[src/rtl/sprite_blitter_if.sv]
// Sprite blitter bus: sequencer request, tile memory and VGA adapter signals.
interface sprite_blitter_if #(
    parameter int XW    = 8,
    parameter int YW    = 7,
    parameter int CW    = 9,
    parameter int SW    = 6,
    parameter int STEPW = 3,
    parameter int AW    = 14
);
    logic             Start;
    logic [XW-1:0]    Xin;
    logic [YW-1:0]    Yin;
    logic [SW-1:0]    Width;
    logic [SW-1:0]    Height;
    logic [STEPW-1:0] AnimStep;
    logic             FlipX;
    logic             FlipY;
    logic             TransEn;
    logic [CW-1:0]    TransColor;
    logic [2:0]       Sprite;
    logic [CW-1:0]    DataIn;
    logic [2:0]       MemSel;
    logic [AW-1:0]    Address;
    logic [XW-1:0]    Xout;
    logic [YW-1:0]    Yout;
    logic [CW-1:0]    Color;
    logic             VGA_Draw;
    logic             Busy;
    logic             Done;

    // Sequencer / memory / VGA side.
    modport master (
        output Start, Xin, Yin, Width, Height, AnimStep, FlipX, FlipY,
               TransEn, TransColor, Sprite, DataIn,
        input  MemSel, Address, Xout, Yout, Color, VGA_Draw, Busy, Done
    );

    // Blitter side.
    modport slave (
        input  Start, Xin, Yin, Width, Height, AnimStep, FlipX, FlipY,
               TransEn, TransColor, Sprite, DataIn,
        output MemSel, Address, Xout, Yout, Color, VGA_Draw, Busy, Done
    );
endinterface

[src/rtl/sprite_blitter.sv]
// Copies one animation frame of a sprite from tile memory to the VGA adapter,
// with flips, colour keying and screen-edge clipping.
module sprite_blitter #(
    parameter int XW       = 8,
    parameter int YW       = 7,
    parameter int CW       = 9,
    parameter int SW       = 6,
    parameter int STEPW    = 3,
    parameter int AW       = 14,
    parameter int MEM_LAT  = 1,
    parameter int SCREEN_W = 160,
    parameter int SCREEN_H = 120
) (
    input  logic Clock,
    input  logic Resetn,
    sprite_blitter_if.slave bus
);
    localparam int LW = (MEM_LAT > 1) ? $clog2(MEM_LAT) : 1;

    typedef enum logic [1:0] {S_IDLE, S_WAIT, S_PLOT, S_DONE} state_t;

    state_t        state_q, state_d;
    logic [XW-1:0] x_q;
    logic [YW-1:0] y_q;
    logic [SW-1:0] w_q, h_q, xoff_q, yoff_q;
    logic          fx_q, fy_q, te_q;
    logic [CW-1:0] tc_q;
    logic [2:0]    spr_q;
    logic [AW-1:0] base_q;
    logic [LW-1:0] lat_q;

    logic          last_x, last_y, lat_end, visible, key_hit;
    logic [SW-1:0] src_x, src_y;
    logic [XW:0]   x_sum;
    logic [YW:0]   y_sum;

    assign last_x  = (xoff_q == w_q - SW'(1));
    assign last_y  = (yoff_q == h_q - SW'(1));
    assign lat_end = (lat_q == LW'(MEM_LAT - 1));

    // Mirrored source pixel inside the frame.
    assign src_x = fx_q ? (w_q - SW'(1) - xoff_q) : xoff_q;
    assign src_y = fy_q ? (h_q - SW'(1) - yoff_q) : yoff_q;

    // Sums kept one bit wider so pixels past the right/bottom edge never
    // alias onto column/row 0.
    assign x_sum   = (XW+1)'(x_q) + (XW+1)'(xoff_q);
    assign y_sum   = (YW+1)'(y_q) + (YW+1)'(yoff_q);
    assign visible = (x_sum < (XW+1)'(SCREEN_W)) && (y_sum < (YW+1)'(SCREEN_H));
    assign key_hit = te_q && (bus.DataIn == tc_q);

    assign bus.Address = base_q + AW'(src_y) * AW'(w_q) + AW'(src_x);
    assign bus.Xout    = x_sum[XW-1:0];
    assign bus.Yout    = y_sum[YW-1:0];
    assign bus.Color   = bus.DataIn;
    assign bus.MemSel  = spr_q;

    // State register.
    always_ff @(posedge Clock or negedge Resetn) begin
        if (!Resetn) state_q <= S_IDLE;
        else         state_q <= state_d;
    end

    // Next-state logic.
    always_comb begin
        state_d = state_q;
        unique case (state_q)
            S_IDLE: if (bus.Start)
                        state_d = (bus.Width == '0 || bus.Height == '0) ? S_DONE : S_WAIT;
            S_WAIT: if (lat_end) state_d = S_PLOT;
            S_PLOT: state_d = (last_x && last_y) ? S_DONE : S_WAIT;
            S_DONE: state_d = S_IDLE;
            default: state_d = S_IDLE;
        endcase
    end

    // Handshake and draw strobe decoded from the state.
    always_comb begin
        bus.Busy     = 1'b0;
        bus.Done     = 1'b0;
        bus.VGA_Draw = 1'b0;
        unique case (state_q)
            S_WAIT: bus.Busy = 1'b1;
            S_PLOT: begin
                bus.Busy     = 1'b1;
                bus.VGA_Draw = visible && !key_hit;
            end
            S_DONE: bus.Done = 1'b1;
            default: ;
        endcase
    end

    // Request latch, frame base, raster counters and memory latency counter.
    always_ff @(posedge Clock or negedge Resetn) begin
        if (!Resetn) begin
            x_q    <= '0;
            y_q    <= '0;
            w_q    <= '0;
            h_q    <= '0;
            fx_q   <= 1'b0;
            fy_q   <= 1'b0;
            te_q   <= 1'b0;
            tc_q   <= '0;
            spr_q  <= '0;
            base_q <= '0;
            xoff_q <= '0;
            yoff_q <= '0;
            lat_q  <= '0;
        end else begin
            unique case (state_q)
                S_IDLE: if (bus.Start) begin
                    x_q    <= bus.Xin;
                    y_q    <= bus.Yin;
                    w_q    <= bus.Width;
                    h_q    <= bus.Height;
                    fx_q   <= bus.FlipX;
                    fy_q   <= bus.FlipY;
                    te_q   <= bus.TransEn;
                    tc_q   <= bus.TransColor;
                    spr_q  <= bus.Sprite;
                    base_q <= AW'(bus.AnimStep) * AW'(bus.Width) * AW'(bus.Height);
                    xoff_q <= '0;
                    yoff_q <= '0;
                    lat_q  <= '0;
                end
                S_WAIT: lat_q <= lat_end ? '0 : lat_q + LW'(1);
                S_PLOT: begin
                    if (!last_x) begin
                        xoff_q <= xoff_q + SW'(1);
                    end else if (!last_y) begin
                        xoff_q <= '0;
                        yoff_q <= yoff_q + SW'(1);
                    end
                end
                default: ;
            endcase
        end
    end
endmodule

[src/flat_wrapper.sv]
// flat-port wrapper written by rule: the top's interface ports become plain ports
module sprite_blitter_flat 
#(
    parameter int XW       = 8,
    parameter int YW       = 7,
    parameter int CW       = 9,
    parameter int SW       = 6,
    parameter int STEPW    = 3,
    parameter int AW       = 14,
    parameter int MEM_LAT  = 1,
    parameter int SCREEN_W = 160,
    parameter int SCREEN_H = 120
)
  (Clock, Resetn, bus_Start, bus_Xin, bus_Yin, bus_Width, bus_Height, bus_AnimStep, bus_FlipX, bus_FlipY, bus_TransEn, bus_TransColor, bus_Sprite, bus_DataIn, bus_MemSel, bus_Address, bus_Xout, bus_Yout, bus_Color, bus_VGA_Draw, bus_Busy, bus_Done);
  sprite_blitter_if #(.XW(XW), .YW(YW), .CW(CW), .SW(SW), .STEPW(STEPW), .AW(AW)) bus_i ();
  input  logic Clock;
  input  logic Resetn;
  input wire logic [$bits(bus_i.Start)-1:0] bus_Start;
  input wire logic [$bits(bus_i.Xin)-1:0] bus_Xin;
  input wire logic [$bits(bus_i.Yin)-1:0] bus_Yin;
  input wire logic [$bits(bus_i.Width)-1:0] bus_Width;
  input wire logic [$bits(bus_i.Height)-1:0] bus_Height;
  input wire logic [$bits(bus_i.AnimStep)-1:0] bus_AnimStep;
  input wire logic [$bits(bus_i.FlipX)-1:0] bus_FlipX;
  input wire logic [$bits(bus_i.FlipY)-1:0] bus_FlipY;
  input wire logic [$bits(bus_i.TransEn)-1:0] bus_TransEn;
  input wire logic [$bits(bus_i.TransColor)-1:0] bus_TransColor;
  input wire logic [$bits(bus_i.Sprite)-1:0] bus_Sprite;
  input wire logic [$bits(bus_i.DataIn)-1:0] bus_DataIn;
  output wire logic [$bits(bus_i.MemSel)-1:0] bus_MemSel;
  output wire logic [$bits(bus_i.Address)-1:0] bus_Address;
  output wire logic [$bits(bus_i.Xout)-1:0] bus_Xout;
  output wire logic [$bits(bus_i.Yout)-1:0] bus_Yout;
  output wire logic [$bits(bus_i.Color)-1:0] bus_Color;
  output wire logic [$bits(bus_i.VGA_Draw)-1:0] bus_VGA_Draw;
  output wire logic [$bits(bus_i.Busy)-1:0] bus_Busy;
  output wire logic [$bits(bus_i.Done)-1:0] bus_Done;
  assign bus_i.Start = bus_Start;
  assign bus_i.Xin = bus_Xin;
  assign bus_i.Yin = bus_Yin;
  assign bus_i.Width = bus_Width;
  assign bus_i.Height = bus_Height;
  assign bus_i.AnimStep = bus_AnimStep;
  assign bus_i.FlipX = bus_FlipX;
  assign bus_i.FlipY = bus_FlipY;
  assign bus_i.TransEn = bus_TransEn;
  assign bus_i.TransColor = bus_TransColor;
  assign bus_i.Sprite = bus_Sprite;
  assign bus_i.DataIn = bus_DataIn;
  assign bus_MemSel = bus_i.MemSel;
  assign bus_Address = bus_i.Address;
  assign bus_Xout = bus_i.Xout;
  assign bus_Yout = bus_i.Yout;
  assign bus_Color = bus_i.Color;
  assign bus_VGA_Draw = bus_i.VGA_Draw;
  assign bus_Busy = bus_i.Busy;
  assign bus_Done = bus_i.Done;
  sprite_blitter #(.XW(XW), .YW(YW), .CW(CW), .SW(SW), .STEPW(STEPW), .AW(AW), .MEM_LAT(MEM_LAT), .SCREEN_W(SCREEN_W), .SCREEN_H(SCREEN_H)) u_core (.Clock(Clock), .Resetn(Resetn), .bus(bus_i));
endmodule
[config.mk]
export PLATFORM = sky130hd
export DESIGN_NAME = sprite_blitter_flat
export DESIGN_NICKNAME = d
export VERILOG_FILES = /design/src/rtl/sprite_blitter_if.sv /design/src/rtl/sprite_blitter.sv /design/src/flat_wrapper.sv
export SDC_FILE = /design/constraint.sdc
export NUM_CORES = 1
export LEC_CHECK = 0
export ABC_AREA = 1
export CAP_MARGIN = 20
export CORE_MARGIN = 3
export CORE_UTILIZATION = 63
export DETAILED_ROUTE_END_ITERATION = 8
export PLACE_DENSITY_LB_ADDON = 0.08
export REMOVE_ABC_BUFFERS = 1
export SLEW_MARGIN = 20
export SYNTH_ARGS = -nofsm -noshare
export SYNTH_HDL_FRONTEND = slang
export SYNTH_SLANG_ARGS = --single-unit
[constraint.sdc]
create_clock -name Clock -period 10 [get_ports Clock]
set_input_delay 2 -clock Clock [delete_from_list [all_inputs] [get_ports Clock]]
set_output_delay 2 -clock Clock [all_outputs]
set_load 0.05 [all_outputs]
Word-level counts from Yosys, hierarchy flattened. Cells that the tools add are included.

Input port bits: 57. Logic and storage cells: 78. Output and inout port bits: 44. Bits in registers: 71.

Order comparisons: 2. Multiply operators: 3. Reduce and logical (&&, ||, !) cells: 17. Equal/unequal tests: 11. $add $sub $neg: 11. Mux-type cells: 20.

Operators by type and width (number): two-way mux 6 bit (7); one-hot mux 6 bit (2 select lines) (2); adder 14 x 12 -> 14 bit (1); adder 14 x 6 -> 14 bit (1); multiplier 9 x 6 -> 14 bit (1); adder 6 x 1 -> 6 bit, second input constant (2); == test 6 bit (2); logical NOT 6 bit (2); multiplier 6 x 6 -> 12 bit (1); subtractor 6 x 1 -> 6 bit, second input constant (2); subtractor 6 bit (2); adder 8 x 6 -> 9 bit (1); == test 9 bit (1); < comparator 9 x 8 -> 1 bit, second input constant (1); multiplier 3 x 6 -> 9 bit (1); adder 7 x 6 -> 8 bit (1); < comparator 8 x 7 -> 1 bit, second input constant (1); two-way mux 2 bit (4); one-hot mux 2 bit (4 select lines) (1); != test 2 bit, second input constant (3); AND reduction 2 bit (3); two-way mux 1 bit (5); == test 2 bit, second input constant (2); logical AND 1 bit (4); other kinds (12) (13).

Logic depth before layout (Yosys ltp).
Depth after elaboration: 6. Gate-level depth with buffers: 28. Depth with buffers taken out: 28.

Worst setup path after synthesis. No wires, ideal clock.

Kind: flip-flop to output port. From: register u_core.h_q[0]. To: output bus_Address[11]. Arrival time: 5.554 ns. Stages on the path, launching flop included: 25. Required time: 8.000 ns. Path slack: 2.446 ns. Path buffers: 0. Path through: dfrtp_1 > inv_1 > ha_1 > xor2_1 > ha_1 > a21oi_1 > o21ai_0 > a21oi_1 > o21ai_0 > o21ai_0 > inv_1 > nor2_1 > fa_1 > fa_1 > fa_1 > inv_1 > fa_1 > inv_1 > ha_1 > nand2_1 > nand2_1 > a21oi_1 > nand2_1 > a21oi_1 > xor2_1.

Longest elaborated chain between the ends: 6.

Ends and longest elaborated chain: start, declared (RTL line sprite_blitter.sv:25) `logic [SW-1:0] w_q, h_q, xoff_q, yoff_q;`; start signal, assigned (RTL line sprite_blitter.sv:115) `h_q <= bus.Height;`; subtractor 6 x 1 -> 6 bit (RTL line sprite_blitter.sv:43) `assign src_y = fy_q ? (h_q - SW'(1) - yoff_q) : yoff_q;`; subtractor 6 bit (RTL line sprite_blitter.sv:43); two-way mux 6 bit (RTL line sprite_blitter.sv:43); multiplier 6 x 6 -> 12 bit (RTL line sprite_blitter.sv:52) `assign bus.Address = base_q + AW'(src_y) * AW'(w_q) + AW'(src_x);`; adder 14 x 12 -> 14 bit (RTL line sprite_blitter.sv:52); adder 14 x 6 -> 14 bit (RTL line sprite_blitter.sv:52); end, declared (RTL line flat_wrapper.sv:31) `output wire logic [$bits(bus_i.Address)-1:0] bus_Address;`.

No other way between the ends.

Worst setup path in the final report. Ends and elaborated chain as after synthesis.

==> impl_results.md <==
- Antenna Cells: 0
- Placed cell areas: 9560 um2
- Fmax achieved: 118 MHz
- Clk slew on worst S/H paths: 60 ps
- Critical path type: reg2out
- Slew Viols, Final: 0
- Postcts setup bufs: 0
- Filler cells: 1018
- CTS Buf Count: 9
- Syn avg cell area: 7.23 um2
- WP data arrival: 6470 ps
- PortBufs: 100
- H-Tree Depth: 3
- CP Launch Type: flop
- Area grow syn2layout: 16.0%
- Post-route ant nets: 0
- Post_cts resized: 0
- Area leader, netlist: dfrtp_1
- Top FF cell, synth: dfrtp_1
- First-pass GRT wire length: 31100 um
- Synthesized cell area: 8480 um2
- Worst-skew pair later-pin latency: 330 ps
- Sequential Area: 1750 um2
- Vias in the first global route: 7106
- Sum Neg Setup Slack: 0 ps
- Max-Cap Viols: 0
- Starting Density: 65.8%
- Remaining DRCs: 0
- Seq cells post-synth: 70
- Synth async-reset ratio: 100%
- Pin count of the biggest net entering global routing: 71
- Area of the multi-input gates: 5690 um2
- Final worst slack: 1530 ps
- # IOs: 101
- Top cell type's share of synthesized area: 20.7%
- Status: finished clean
- Most instantiated library cell after synthesis: nand2_1
- RSZ-0062 raised after global routing: false
- DR vias: 7430
- WP data required: 8000 ps
- Synth Instances: 1173
- Top area cells in the synthesized netlist: dfrtp_1 (21%), fa_1 (16%), nand2_1 (15%)
- Post-synth EDFFs: 0
- Post-synth top cells: nand2_1 (340), inv_1 (234), nor2_1 (105)
- Tot GR Track Use: 25.6%
- Unique masters post-synth: 39
- Core area: 12900 um2
- 1st-pass router iterations: 5
- Initial antenna violation count: 0
- CP Capture Type: output pin
- CTS Hold Bufs: 0
- Worst reg-to-reg setup slack: 7470 ps
- Clock Tree Root: clkbuf_16
- Die Y: 122 um
- CTS tree: done
- GP Congestion: 0.897
- Register area share after synthesis: 20.7%
- Die area: 14900 um2
- Final period utilization: 84.7%
- Pre-CTS WS: 1940 ps
- CP max-delay cell: clkdlybuf4s50_1
- Final worst path period need: 8470 ps
- Final Setup Violations: 0
- Layout cells sized above 1: 2.92%
- Maximum clock path buffer count: 2
- Slew headroom: 28.4%
- Fin. Hold Viols: 0
- # nets final: 1478
- Final instance area: 9840 um2
- Drt wl/cell: 12.7 um
- Worst slew pin tran: 1070 ps
- Die width: 122 um
- Routed vias/inst: 5.17
- Fin Clk Skew: 9.61 ps
- Post-DP HPWL: 14600 um
- Sink Count: 70
- Starting DRC count in detailed routing: 529
- HP Class: reg2reg
- Ys Warns: 0
- FP Rows: 41
- Global route total overflow: 0
- Worst path max stage delay: 810 ps
- Crit-path max FO: 5
- Total Routed Length: 18300 um
-- sequential cells by signal (all words and copies together), names as in the netlist --
register	flops
u_core.y_q	7
u_core.w_q	6
u_core.bus.MemSel	3
u_core.base_q	14
u_core.x_q	8
u_core.xoff_q	6
u_core.state_q	2
u_core.te_q	1
u_core.fx_q	1
u_core.tc_q	9
u_core.h_q	6
u_core.fy_q	1
u_core.yoff_q	6
-- per-stage QoR --
stage / std cells / utilization [%] / hold WS (ps)
6_report: 1438 / 76.4 / 488
3_5_place_dp: 1422 / 74.2 / 471
2_1_floorplan: 1149 / - / 442
5_1_grt: 1438 / 76.4 / 510
3_3_place_gp: 1422 / 74.2 / 461
4_1_cts: 1438 / 76.4 / 491
-- layout by cell type, fill, tap and decap left out, types with 4 or more instances in the layout --
master           count
a21o_1               6
a21oi_1             27
a31oi_1              6
clkbuf_16            9
clkdlybuf4s50_1     99
dfrtp_1             70
fa_1                68
ha_1                92
inv_1              233
nand2_1            340
nand3_1             44
nand3b_1             4
nand4_1             16
nor2_1             105
nor3_1               8
o21ai_0             52
o21ai_1              4
o21bai_1             4
xnor2_1             17
xor2_1              26
-- critical path: cells and delay by family (launching register included) --
kind	cells	cell delay [ps]
buf+inv	5	1150
xor+xnor	2	310
compound gates	7	980
flops	1	380
simple gates	4	420
fa+ha+maj	7	2880
-- final timing paths --
check                                          start  cells past startpoint                       endpoint
min reg2reg                u_core.y_q[3]$_DFFE_PN0P_                      2      u_core.y_q[3]$_DFFE_PN0P_
max                        u_core.h_q[0]$_DFFE_PN0P_                     25                bus_Address[11]
min in group asynchronous                     Resetn                      1  u_core.base_q[13]$_DFFE_PN0P_
max reg2reg                u_core.w_q[1]$_DFFE_PN0P_                     16   u_core.xoff_q[3]$_DFFE_PN0P_
min                        u_core.y_q[3]$_DFFE_PN0P_                      2      u_core.y_q[3]$_DFFE_PN0P_
max in group asynchronous                     Resetn                      1      u_core.x_q[1]$_DFFE_PN0P_
-- routing by layer --
layer,up-vias,track usage [%],routed length [um]
met5,-,0,0
li1,3772,-,-
met1,3436,33.9,8330
met2,204,43.4,8580
met3,18,5.94,1230
met4,0,5.11,188
-- final cells by class --
| class | instances | share of cell area, % |
|---|---|---|
| tap | 172 | 2.19 |
| clock buffer | 10 | 2.33 |
| sequential | 70 | 17.8 |
| timing repair buffer | 101 | 10.2 |
| multi-input combinational | 842 | 57.9 |
| inverter | 237 | 9.07 |
| clock inverter | 6 | 0.483 |
-- logic make-up (layout without fill, tap and decap cells) --
| logic type | after synthesis | in the layout | share of synthesized area (%) |
|---|---|---|---|
| AND/OR/NAND/NOR | 534 | 534 | 26.3 |
| buffers and inverters | 261 | 354 | 12.1 |
| adder cells (fa/ha/maj) | 160 | 160 | 29.6 |
| AO/OA/AOI/OAI | 105 | 105 | 6.76 |
| flip-flops | 70 | 70 | 20.7 |
| XOR/XNOR | 43 | 43 | 4.44 |
Power is left out: the tool's default activity adds up to more than one toggle a clock period on the data nets, which glitch-free logic cannot reach.
